--- src/rtl/core_exec_pkg.sv ---
// core_exec_pkg: shared opcodes, channel state encoding and counter width
// for the core execution controller.
package core_exec_pkg;

    localparam int CORE_EXEC_CNT_W = 32;

    // Command opcodes; 6 and 7 are treated as NOP.
    typedef enum logic [2:0] {
        OP_NOP        = 3'd0,
        OP_RESET_CORE = 3'd1,
        OP_PULSE      = 3'd2,
        OP_RUN        = 3'd3,
        OP_STOP       = 3'd4,
        OP_SET_DIV    = 3'd5
    } cmd_op_e;

    // Per-core channel states.
    typedef enum logic [1:0] {
        CH_IDLE  = 2'd0,
        CH_RESET = 2'd1,
        CH_PULSE = 2'd2,
        CH_RUN   = 2'd3
    } ch_state_e;

endpackage

--- src/rtl/core_exec_channel.sv ---
// core_exec_channel: one core channel. Holds the IDLE/RESET/PULSE/RUN state,
// the reset-length counter and the remaining-pulse counter.
// With CORE_EXEC_CYCLE_COUNT_EN defined it also counts asserted clock enables.
module core_exec_channel
    import core_exec_pkg::*;
#(
    parameter int PULSE_CONTROL_BITS = 12,
    parameter int RESET_CLK_CYCLES   = 20
) (
    input  logic                          clk,
    input  logic                          reset,
    input  logic                          tick,
    input  logic                          cmd_fire,
    input  logic [2:0]                    cmd_op,
    input  logic [PULSE_CONTROL_BITS-1:0] pulse_n,
    output logic                          core_clk_en,
    output logic                          core_reset,
    output logic                          busy,
`ifdef CORE_EXEC_CYCLE_COUNT_EN
    output logic [CORE_EXEC_CNT_W-1:0]    cycle_count,
`endif
    output logic                          done
);

    localparam int RST_W = (RESET_CLK_CYCLES > 1) ? $clog2(RESET_CLK_CYCLES) : 1;
    localparam logic [RST_W-1:0] RST_LAST = RST_W'(RESET_CLK_CYCLES - 1);
    localparam logic [RST_W-1:0] RST_ONE  = RST_W'(1);
    localparam logic [PULSE_CONTROL_BITS-1:0] PULSE_ONE = PULSE_CONTROL_BITS'(1);

    ch_state_e                     state_q, state_d;
    logic [RST_W-1:0]              rst_cnt_q, rst_cnt_d;
    logic [PULSE_CONTROL_BITS-1:0] remaining_q, remaining_d;
    logic                          done_q, done_d;

    // Next state: natural progress first, then an accepted command overrides it.
    always_comb begin
        state_d     = state_q;
        rst_cnt_d   = rst_cnt_q;
        remaining_d = remaining_q;
        done_d      = 1'b0;

        case (state_q)
            CH_RESET: begin
                if (rst_cnt_q == RST_LAST) begin
                    state_d   = CH_IDLE;
                    rst_cnt_d = '0;
                    done_d    = 1'b1;
                end else begin
                    rst_cnt_d = rst_cnt_q + RST_ONE;
                end
            end
            CH_PULSE: begin
                if (tick) begin
                    remaining_d = remaining_q - PULSE_ONE;
                    if (remaining_q == PULSE_ONE) begin
                        state_d = CH_IDLE;
                        done_d  = 1'b1;
                    end
                end
            end
            default: begin
            end
        endcase

        if (cmd_fire) begin
            case (cmd_op)
                OP_RESET_CORE: begin
                    state_d     = CH_RESET;
                    rst_cnt_d   = '0;
                    remaining_d = '0;
                    done_d      = 1'b0;
                end
                OP_PULSE: begin
                    if (pulse_n == '0) begin
                        state_d = CH_IDLE;
                        done_d  = 1'b1;
                    end else begin
                        state_d     = CH_PULSE;
                        remaining_d = pulse_n;
                        done_d      = 1'b0;
                    end
                end
                OP_RUN: begin
                    state_d = CH_RUN;
                    done_d  = 1'b0;
                end
                OP_STOP: begin
                    if (state_q == CH_PULSE || state_q == CH_RUN) begin
                        state_d = CH_IDLE;
                        done_d  = 1'b0;
                    end
                end
                default: begin
                end
            endcase
        end
    end

    // Channel state register; reset puts the channel into its reset sequence.
    always_ff @(posedge clk or negedge reset) begin
        if (!reset) begin
            state_q     <= CH_RESET;
            rst_cnt_q   <= '0;
            remaining_q <= '0;
            done_q      <= 1'b0;
        end else begin
            state_q     <= state_d;
            rst_cnt_q   <= rst_cnt_d;
            remaining_q <= remaining_d;
            done_q      <= done_d;
        end
    end

    // PULSE never holds a zero count, so every non-idle state passes ticks through.
    assign core_clk_en = tick && (state_q != CH_IDLE);
    assign core_reset  = (state_q == CH_RESET);
    assign busy        = (state_q != CH_IDLE);
    assign done        = done_q;

`ifdef CORE_EXEC_CYCLE_COUNT_EN
    logic [CORE_EXEC_CNT_W-1:0] count_q, count_d;

    // Enable counter; RESET_CORE on this channel clears it.
    always_comb begin
        count_d = count_q + CORE_EXEC_CNT_W'(core_clk_en);
        if (cmd_fire && cmd_op == OP_RESET_CORE) begin
            count_d = '0;
        end
    end

    // Enable counter register.
    always_ff @(posedge clk or negedge reset) begin
        if (!reset) begin
            count_q <= '0;
        end else begin
            count_q <= count_d;
        end
    end

    assign cycle_count = count_q;
`endif

endmodule

--- src/rtl/core_exec_ctrl.sv ---
// core_exec_ctrl: per-core clock enable / reset controller. Holds the shared
// tick divider, the command handshake and fan-out to NUM_CORES channels.
// Optional feature macro: CORE_EXEC_CYCLE_COUNT_EN adds cycle_count output.
module core_exec_ctrl
    import core_exec_pkg::*;
#(
    parameter int NUM_CORES          = 1,
    parameter int PULSE_CONTROL_BITS = 12,
    parameter int DIV_BITS           = 16,
    parameter int RESET_CLK_CYCLES   = 20
) (
    input  logic                           clk,
    input  logic                           reset,
    input  logic                           cmd_valid,
    output logic                           cmd_ready,
    input  logic [2:0]                     cmd_op,
    input  logic [NUM_CORES-1:0]           cmd_core_sel,
    input  logic [31:0]                    cmd_arg,
    output logic [NUM_CORES-1:0]           core_clk_en,
    output logic [NUM_CORES-1:0]           core_reset,
    output logic [NUM_CORES-1:0]           busy,
`ifdef CORE_EXEC_CYCLE_COUNT_EN
    output logic [NUM_CORES*32-1:0]        cycle_count,
`endif
    output logic [NUM_CORES-1:0]           done
);

    localparam logic [DIV_BITS-1:0] DIV_ONE = DIV_BITS'(1);

    logic [DIV_BITS-1:0] div_value_q, div_value_d;
    logic [DIV_BITS-1:0] div_cnt_q, div_cnt_d;
    logic                live_q, live_d;
    logic                tick_raw;
    logic                tick;
    logic                cmd_accept;
    logic [NUM_CORES-1:0] chan_reset;
    logic                unused_arg;

    assign unused_arg = ^cmd_arg;

    // The raw compare keeps the divider wrapping; the enable is held off until
    // the first edge after reset release so core_clk_en stays low in reset.
    assign tick_raw   = (div_cnt_q == div_value_q);
    assign tick       = tick_raw && live_q;
    assign cmd_ready  = ~|chan_reset;
    assign cmd_accept = cmd_valid && cmd_ready;
    assign core_reset = chan_reset;

    // Divider next state; SET_DIV reloads the value and restarts the count.
    always_comb begin
        div_value_d = div_value_q;
        div_cnt_d   = tick_raw ? '0 : (div_cnt_q + DIV_ONE);
        live_d      = 1'b1;
        if (cmd_accept && cmd_op == OP_SET_DIV) begin
            div_value_d = cmd_arg[DIV_BITS-1:0];
            div_cnt_d   = '0;
        end
    end

    // Divider and reset-release registers.
    always_ff @(posedge clk or negedge reset) begin
        if (!reset) begin
            div_value_q <= '0;
            div_cnt_q   <= '0;
            live_q      <= 1'b0;
        end else begin
            div_value_q <= div_value_d;
            div_cnt_q   <= div_cnt_d;
            live_q      <= live_d;
        end
    end

    for (genvar i = 0; i < NUM_CORES; i++) begin : g_chan
        core_exec_channel #(
            .PULSE_CONTROL_BITS (PULSE_CONTROL_BITS),
            .RESET_CLK_CYCLES   (RESET_CLK_CYCLES)
        ) u_chan (
            .clk         (clk),
            .reset       (reset),
            .tick        (tick),
            .cmd_fire    (cmd_accept && cmd_core_sel[i]),
            .cmd_op      (cmd_op),
            .pulse_n     (cmd_arg[PULSE_CONTROL_BITS-1:0]),
            .core_clk_en (core_clk_en[i]),
            .core_reset  (chan_reset[i]),
            .busy        (busy[i]),
`ifdef CORE_EXEC_CYCLE_COUNT_EN
            .cycle_count (cycle_count[i*32 +: 32]),
`endif
            .done        (done[i])
        );
    end

endmodule

--- config.mk ---
export PLATFORM = sky130hd
export DESIGN_NAME = core_exec_ctrl
export DESIGN_NICKNAME = d
export VERILOG_FILES = /design/src/rtl/core_exec_pkg.sv /design/src/rtl/core_exec_channel.sv /design/src/rtl/core_exec_ctrl.sv
export SDC_FILE = /design/constraint.sdc
export NUM_CORES = 1
export LEC_CHECK = 0
export BUFFER_PORTS_ARGS = -buffer_cell sky130_fd_sc_hd__buf_4
export CORE_MARGIN = 5
export CORE_UTILIZATION = 57
export CTS_CLUSTER_SIZE = 8
export DETAILED_ROUTE_END_ITERATION = 16
export GPL_ROUTABILITY_DRIVEN = 0
export GPL_TIMING_DRIVEN = 0
export PLACE_DENSITY_LB_ADDON = 0.1
export SLEW_MARGIN = 5
export SYNTH_ARGS = -nofsm -noshare
export SYNTH_HDL_FRONTEND = slang
export SYNTH_SLANG_ARGS = --single-unit
--- constraint.sdc ---
create_clock -name clk -period 2.3 [get_ports clk]
set_input_delay 0.46 -clock clk [delete_from_list [all_inputs] [get_ports clk]]
set_output_delay 0.46 -clock clk [all_outputs]
set_load 0.01 [all_outputs]
# Word level (Yosys, flattened, before mapping)

Index checks and enable logic that the tools add are counted.

Register bits after elaboration: 53
Bits in latches: 0
Memory bits (writable): 0
ROM bits: 0
Input bits: 39
Output and inout port bits: 5
Word-level logic and storage cells: 58
Memories kept: 0

Add/subtract/negate cells: 3
Multipliers: 0
Divide/modulo/power cells: 0
$lt $le $gt $ge: 0
Eq/ne operators: 11
Shift-type cells: 0
Muxes and demuxes: 27
Bitwise gates (word level): 0
Reductions and logical operators: 10

Operators by type and width:

| cell                                                                    | number |
|---|---|
| 12-bit two-way mux                                                      | 4 |
| 16-bit two-way mux                                                      | 2 |
| 12-bit case mux with 2 select lines                                     | 1 |
| 5-bit two-way mux                                                       | 4 |
| 16-bit by 1-bit adder with 16-bit output (second input constant)        | 1 |
| 16-bit equality test                                                    | 1 |
| 12-bit by 1-bit equality test with 1-bit output (second input constant) | 1 |
| 12-bit zero test                                                        | 1 |
| 2-bit two-way mux                                                       | 6 |
| 12-bit by 1-bit subtractor with 12-bit output (second input constant)   | 1 |
| 2-bit case mux with 4 select lines                                      | 1 |
| 3-bit by 2-bit equality test with 1-bit output (second input constant)  | 2 |
| 3-bit equality test (second input constant)                             | 2 |
| 1-bit two-way mux                                                       | 6 |
| 5-bit by 1-bit adder with 5-bit output (second input constant)          | 1 |
| 5-bit equality test (second input constant)                             | 1 |
| 1-bit logical AND                                                       | 5 |
| 2-bit equality test (second input constant)                             | 2 |
| 2-bit case mux with 2 select lines                                      | 1 |
| 3-bit by 1-bit equality test with 1-bit output (second input constant)  | 1 |
| 1-bit case mux with 3 select lines                                      | 1 |
| 2-bit by 1-bit equality test with 1-bit output (second input constant)  | 1 |
| 1-bit case mux with 2 select lines                                      | 1 |
| 2-bit nonzero test                                                      | 1 |
| 3 further kinds                                                         | 3 |

# Longest topological paths before layout

Depth in word-level cells: 7
Mapped depth: 9

# By module

From an unflattened synthesis, not the netlist that was laid out.

Cell total of the unflattened synthesis: 279
Area total of the unflattened synthesis: 2936.6 um^2

By module, submodules not included:

| module            | times used | cells each | area an instance (um^2) | sequential area each (um^2) |
|---|---|---|---|---|
| core_exec_ctrl    | 1          | 138        | 1647.8                  | 825.8 |
| core_exec_channel | 1          | 141        | 1288.7                  | 501.7 |

# Worst setup path before layout

OpenSTA, ideal clock, no wires.

Kind: register -> register
From: reg g_chan[0].u_chan.state_q[1]
To: reg g_chan[0].u_chan.remaining_q[10]
Setup time: 0.121 ns
Data arrival time: 1.880 ns
Data required time: 2.179 ns
Setup slack: 0.299 ns
Stages on the path, launching flop included: 9
Buffers on the path: 0
Clock period less this slack: 2.001 ns
Path through: dfrtp_1 > inv_1 > ha_1 > nand3b_1 > or2_2 > nor2_2 > a21o_2 > inv_1 > a22o_1

Longest elaborated chain between the ends: 5

Ends and longest elaborated chain:

| item                                           | RTL line                 | text |
|---|---|---|
| start, declared                                | core_exec_channel.sv:30  | `ch_state_e state_q, state_d;` |
| start signal, assigned                         | core_exec_channel.sv:107 | `state_q <= state_d;` |
| 2-bit by 1-bit equality test with 1-bit output | core_exec_channel.sv:116 | `assign core_reset = (state_q == CH_RESET);` |
| via core_reset                                 | core_exec_ctrl.sv:20     | `output logic [NUM_CORES-1:0] core_reset,` |
| 1-bit zero test                                | core_exec_ctrl.sv:45     | `assign cmd_ready = ~\|chan_reset;` |
| 1-bit logical AND                              | core_exec_ctrl.sv:46     | `assign cmd_accept = cmd_valid && cmd_ready;` |
| 1-bit logical AND                              | core_exec_ctrl.sv:81     | `.cmd_fire (cmd_accept && cmd_core_sel[i]),` |
| 12-bit two-way mux                             | core_exec_channel.sv:65  | `if (cmd_fire) begin` |
| via g_chan[0].u_chan.remaining_d[10]           | core_exec_channel.sv:32  | `logic [PULSE_CONTROL_BITS-1:0] remaining_q, remaining_d;` |
| end signal, assigned                           | core_exec_channel.sv:109 | `remaining_q <= remaining_d;` |
| end, declared                                  | core_exec_channel.sv:32  |  |

The timed path passes the listed nets, and every way through them passes these cells.
A chain may end at the register's enable or synchronous reset.

# Worst setup path after layout

From: reg div_cnt_q[11]
To: out core_clk_en

Longest elaborated chain between the ends: 3

Ends and longest elaborated chain:

| item                   | RTL line                 | text |
|---|---|---|
| start, declared        | core_exec_ctrl.sv:31     | `logic [DIV_BITS-1:0] div_cnt_q, div_cnt_d;` |
| start signal, assigned | core_exec_ctrl.sv:68     | `div_cnt_q <= div_cnt_d;` |
| 16-bit equality test   | core_exec_ctrl.sv:43     | `assign tick_raw = (div_cnt_q == div_value_q);` |
| 1-bit logical AND      | core_exec_ctrl.sv:44     | `assign tick = tick_raw && live_q;` |
| 1-bit logical AND      | core_exec_channel.sv:115 | `assign core_clk_en = tick && (state_q != CH_IDLE);` |
| end, declared          | core_exec_ctrl.sv:19     | `output logic [NUM_CORES-1:0] core_clk_en,` |

No other way between the ends.

==> run metrics <==
DRC violations left=0; antenna diode count=0; net count of the mapped netlist=329; Port Buf Inserts=27; total count of max-transition violations in the final report=0; post-synthesis cell count=282; worst-margin pin slew=649 ps; Post-CTS Hold Buffers=0; net switching power=roughly 1200 uW; maximum number of pins on one net before global-route repair=54; largest cells by area after synthesis=dfrtp_1 45%, xnor2_1 6.6%, mux2_2 6.2%, xor2_1 5.1%, nor2_1 3.9%; Reg clk slew, reported paths=about 110 ps; fraction of the yosys area taken by sequential cells=~46%; routed wire length per instance=15.4 um; run status=complete, but fails checks; starting density of the core=57.9%; Final Total Pwr=3290 uW; cell internal power dissipation=between 2000 and 2500 uW; switching part of the total=36.6%; relative slew slack=56.7%; number of synthesized flops with an enable pin=0; highest fanout seen on the critical path=3; area of the multi-input gates=1530 sq um; most common cell in the synthesized netlist=dfrtp_1; terminus of the critical flop-to-flop path=g_chan[0].u_chan.remaining_q[3]; area growth from synthesis to final layout=17.7%; per-instance average area after synthesis=10.3 sq um; top cell types by occurrence after synthesis=52 x dfrtp_1, 30 x nor2_1, 22 x xnor2_1; startpoint type of the worst setup path=flop; DR pass1 iterations=4; reg-to-reg startpoint=g_chan[0].u_chan.state_q[1]; share of layout cells above drive strength 1=28.0%; clock network fraction of design power=17.3%; total core area=5010 sq um; detailed router's first-iteration violation count=92; required time reported for the critical path endpoint=about 1800 ps; fraction of synthesis flops using an asynchronous set or reset pin=100%; Hold Path Class=input port to asynchronous set/reset pin; Max Clock Freq=~0.42 GHz; sequential cell fraction of total power=between 40% and 50%; worst IR drop on VDD=0.490 mV; die height=81.3 um; kind of end point of the critical path=output port; final worst setup slack=-54.5 ps; Ys Warns=0; clock tree from TritonCTS=yes; global-route wire length before repair=10,400 um; final worst path period need=2350 ps; clock insertion delay at the later pin of the skew report=320 ps; number of global-route vias before repair=around 2,200; number of hold violations in the final report=0; violated checks=negative setup slack; total I/O pin count=44; Horiz. Die Dim=~81 um; maximum capacitance violations=0; DR vias=2,168; area of the mapped netlist=2900 sq um; Detail Placement HPWL=4350 um; Fill cells=431; global-route total usage across every layer=around 21%; fraction of the cycle the final worst path needs=102%; Reg2Reg Depth=8; number of clock buffers inserted by TritonCTS=5; Logic pwr share=35.8%; Lkg Pwr=0.00149 uW; total power per unit cell area=between 900 and 1000 nW/um^2; cell taking the most area after synthesis=dfrtp_1; number of antenna violations at the first check in global routing=0; type of the setup path with the least slack=flop to output port; number of unique standard cell types used by synthesis=44; number of sinks handled by clock tree synthesis=53; Net count, final=371; final antenna-violating net count=0; number of flip-flops and latches in the synthesized netlist=53; Die Outline Area=6610 sq um; Clock Skews=9.33 ps; H-Tree Depth=2; vias per cell=between 5 and 6; post-detailed-routing wire length=6100 um; Sequential Area=1330 sq um; final setup fails=1; setup repair after global routing missed its margin=yes; # rows=26; cell at the root of the clock tree=clkbuf_8; register-to-register setup slack=approximately 170 ps; Synth Flop Type=dfrtp_1; overflow left after global routing=0; Placement Setup Slack=22.2 ps; arrival time reported for the critical path endpoint=1890 ps; Clock Tree Buf Depth=2; share of the synthesized area in the top cell type=44.9%
[cell families after synthesis]
logic type | after synthesis | share of synthesized area (%)
AOI/OAI and AO/OA | 32 | 7.20
xor gates and xnor gates | 41 | 12.9
adders and majority gates | 8 | 3.45
buffers and inverters | 18 | 3.36
DFF | 53 | 45.8
muxes | 18 | 6.90
other | 1 | 0.129
and+or+nand+nor | 111 | 20.3
[cell usage in the layout (no fill, tap or decap), types with 3 or more instances in the layout]
cell / count
nor2b_1: 4
ha_1: 8
nor3_1: 4
nand3_1: 11
dfrtp_1: 49
buf_4: 36
inv_1: 9
dfrtp_2: 3
nand4_1: 14
o211ai_1: 3
o21ai_1: 3
xor2_1: 17
xnor2_2: 7
o21ai_0: 8
nor4_1: 6
nand2b_1: 3
nor2_1: 30
clkbuf_8: 5
buf_6: 4
a21oi_1: 7
mux2_2: 16
a22o_1: 4
xnor2_1: 17
o21ai_2: 4
nand2_1: 20
[metal layers]
layer  part of all wire (%)  track usage, %  up-vias
met5                      0               0        -
met4                    1.6            6.93        0
met3                    6.6            4.43        9
met2                     45            31.4       58
met1                     47            29.6     1034
li1                       -               -     1067
[how the worst max path moves through the flow]
stage | from | end | cells past startpoint
final | div_cnt_q[11] | core_clk_en | 7
after global routing | div_cnt_q[15] | core_clk_en | 6
after CTS | div_cnt_q[1] | core_clk_en | 6
after detailed placement | g_chan[0].u_chan.state_q[1] | g_chan[0].u_chan.remaining_q[3] | 9
after global placement | g_chan[0].u_chan.state_q[1] | g_chan[0].u_chan.remaining_q[3] | 9
after floorplan | g_chan[0].u_chan.state_q[1] | g_chan[0].u_chan.remaining_q[10] | 8
[critical path, stage by stage (launching register included)]
cell and delay (ps):
dfrtp_1 400, buf_6 130, xnor2_2 130, nand4_1 150, nor4_4 370, buf_6 140, and3_4 170, buf_6 90
[area by class of cell]
cell class / count / area share [%]
Buffer: 8 / 1.80
Clock buffer: 5 / 2.02
Clock inverter: 3 / 0.843
Inverter: 9 / 0.989
Multi-Input combinational cell: 211 / 44.8
Sequential cell: 53 / 39.0
Tap cell: 70 / 2.57
Timing Repair Buffer: 36 / 8.02
[power groups by stage]
stage               Sequential (uW)  Clock (uW)  Combinational, uW
CTS                            1520         589               1150
global placement               1530           0               1110
finish                         1540         570               1180
global route                   1580         626               1340
detailed placement             1540           0               1140
floorplan                      1470           0                882
[stage by stage]
stage	util [%]	setup TNS, ps	area (sq um)	cells	hold WS [ps]
final	68.2	-54.5	3410	395	158
after global routing	68.2	-149	3410	395	206
after CTS	66.4	-66.4	3330	391	183
after detailed placement	63.7	0	3190	379	513
after global placement	63.7	-17.1	3190	379	508
after floorplan	-	0	2900	282	164
[sequential cells by signal, indices dropped and copies added, names as in the netlist]
name                       cells
g_chan.u_chan.rst_cnt_q        5
g_chan.u_chan.done             1
div_cnt_q                     16
live_q                         1
g_chan.u_chan.state_q          2
g_chan.u_chan.remaining_q     12
div_value_q                   16
[what timing repair did]
item	CTS	global route
gates resized for setup	2	12
setup endpoints to repair	1	16
setup buffers	4	5
pin swaps	4	7
(Power assumes the default switching activity.)
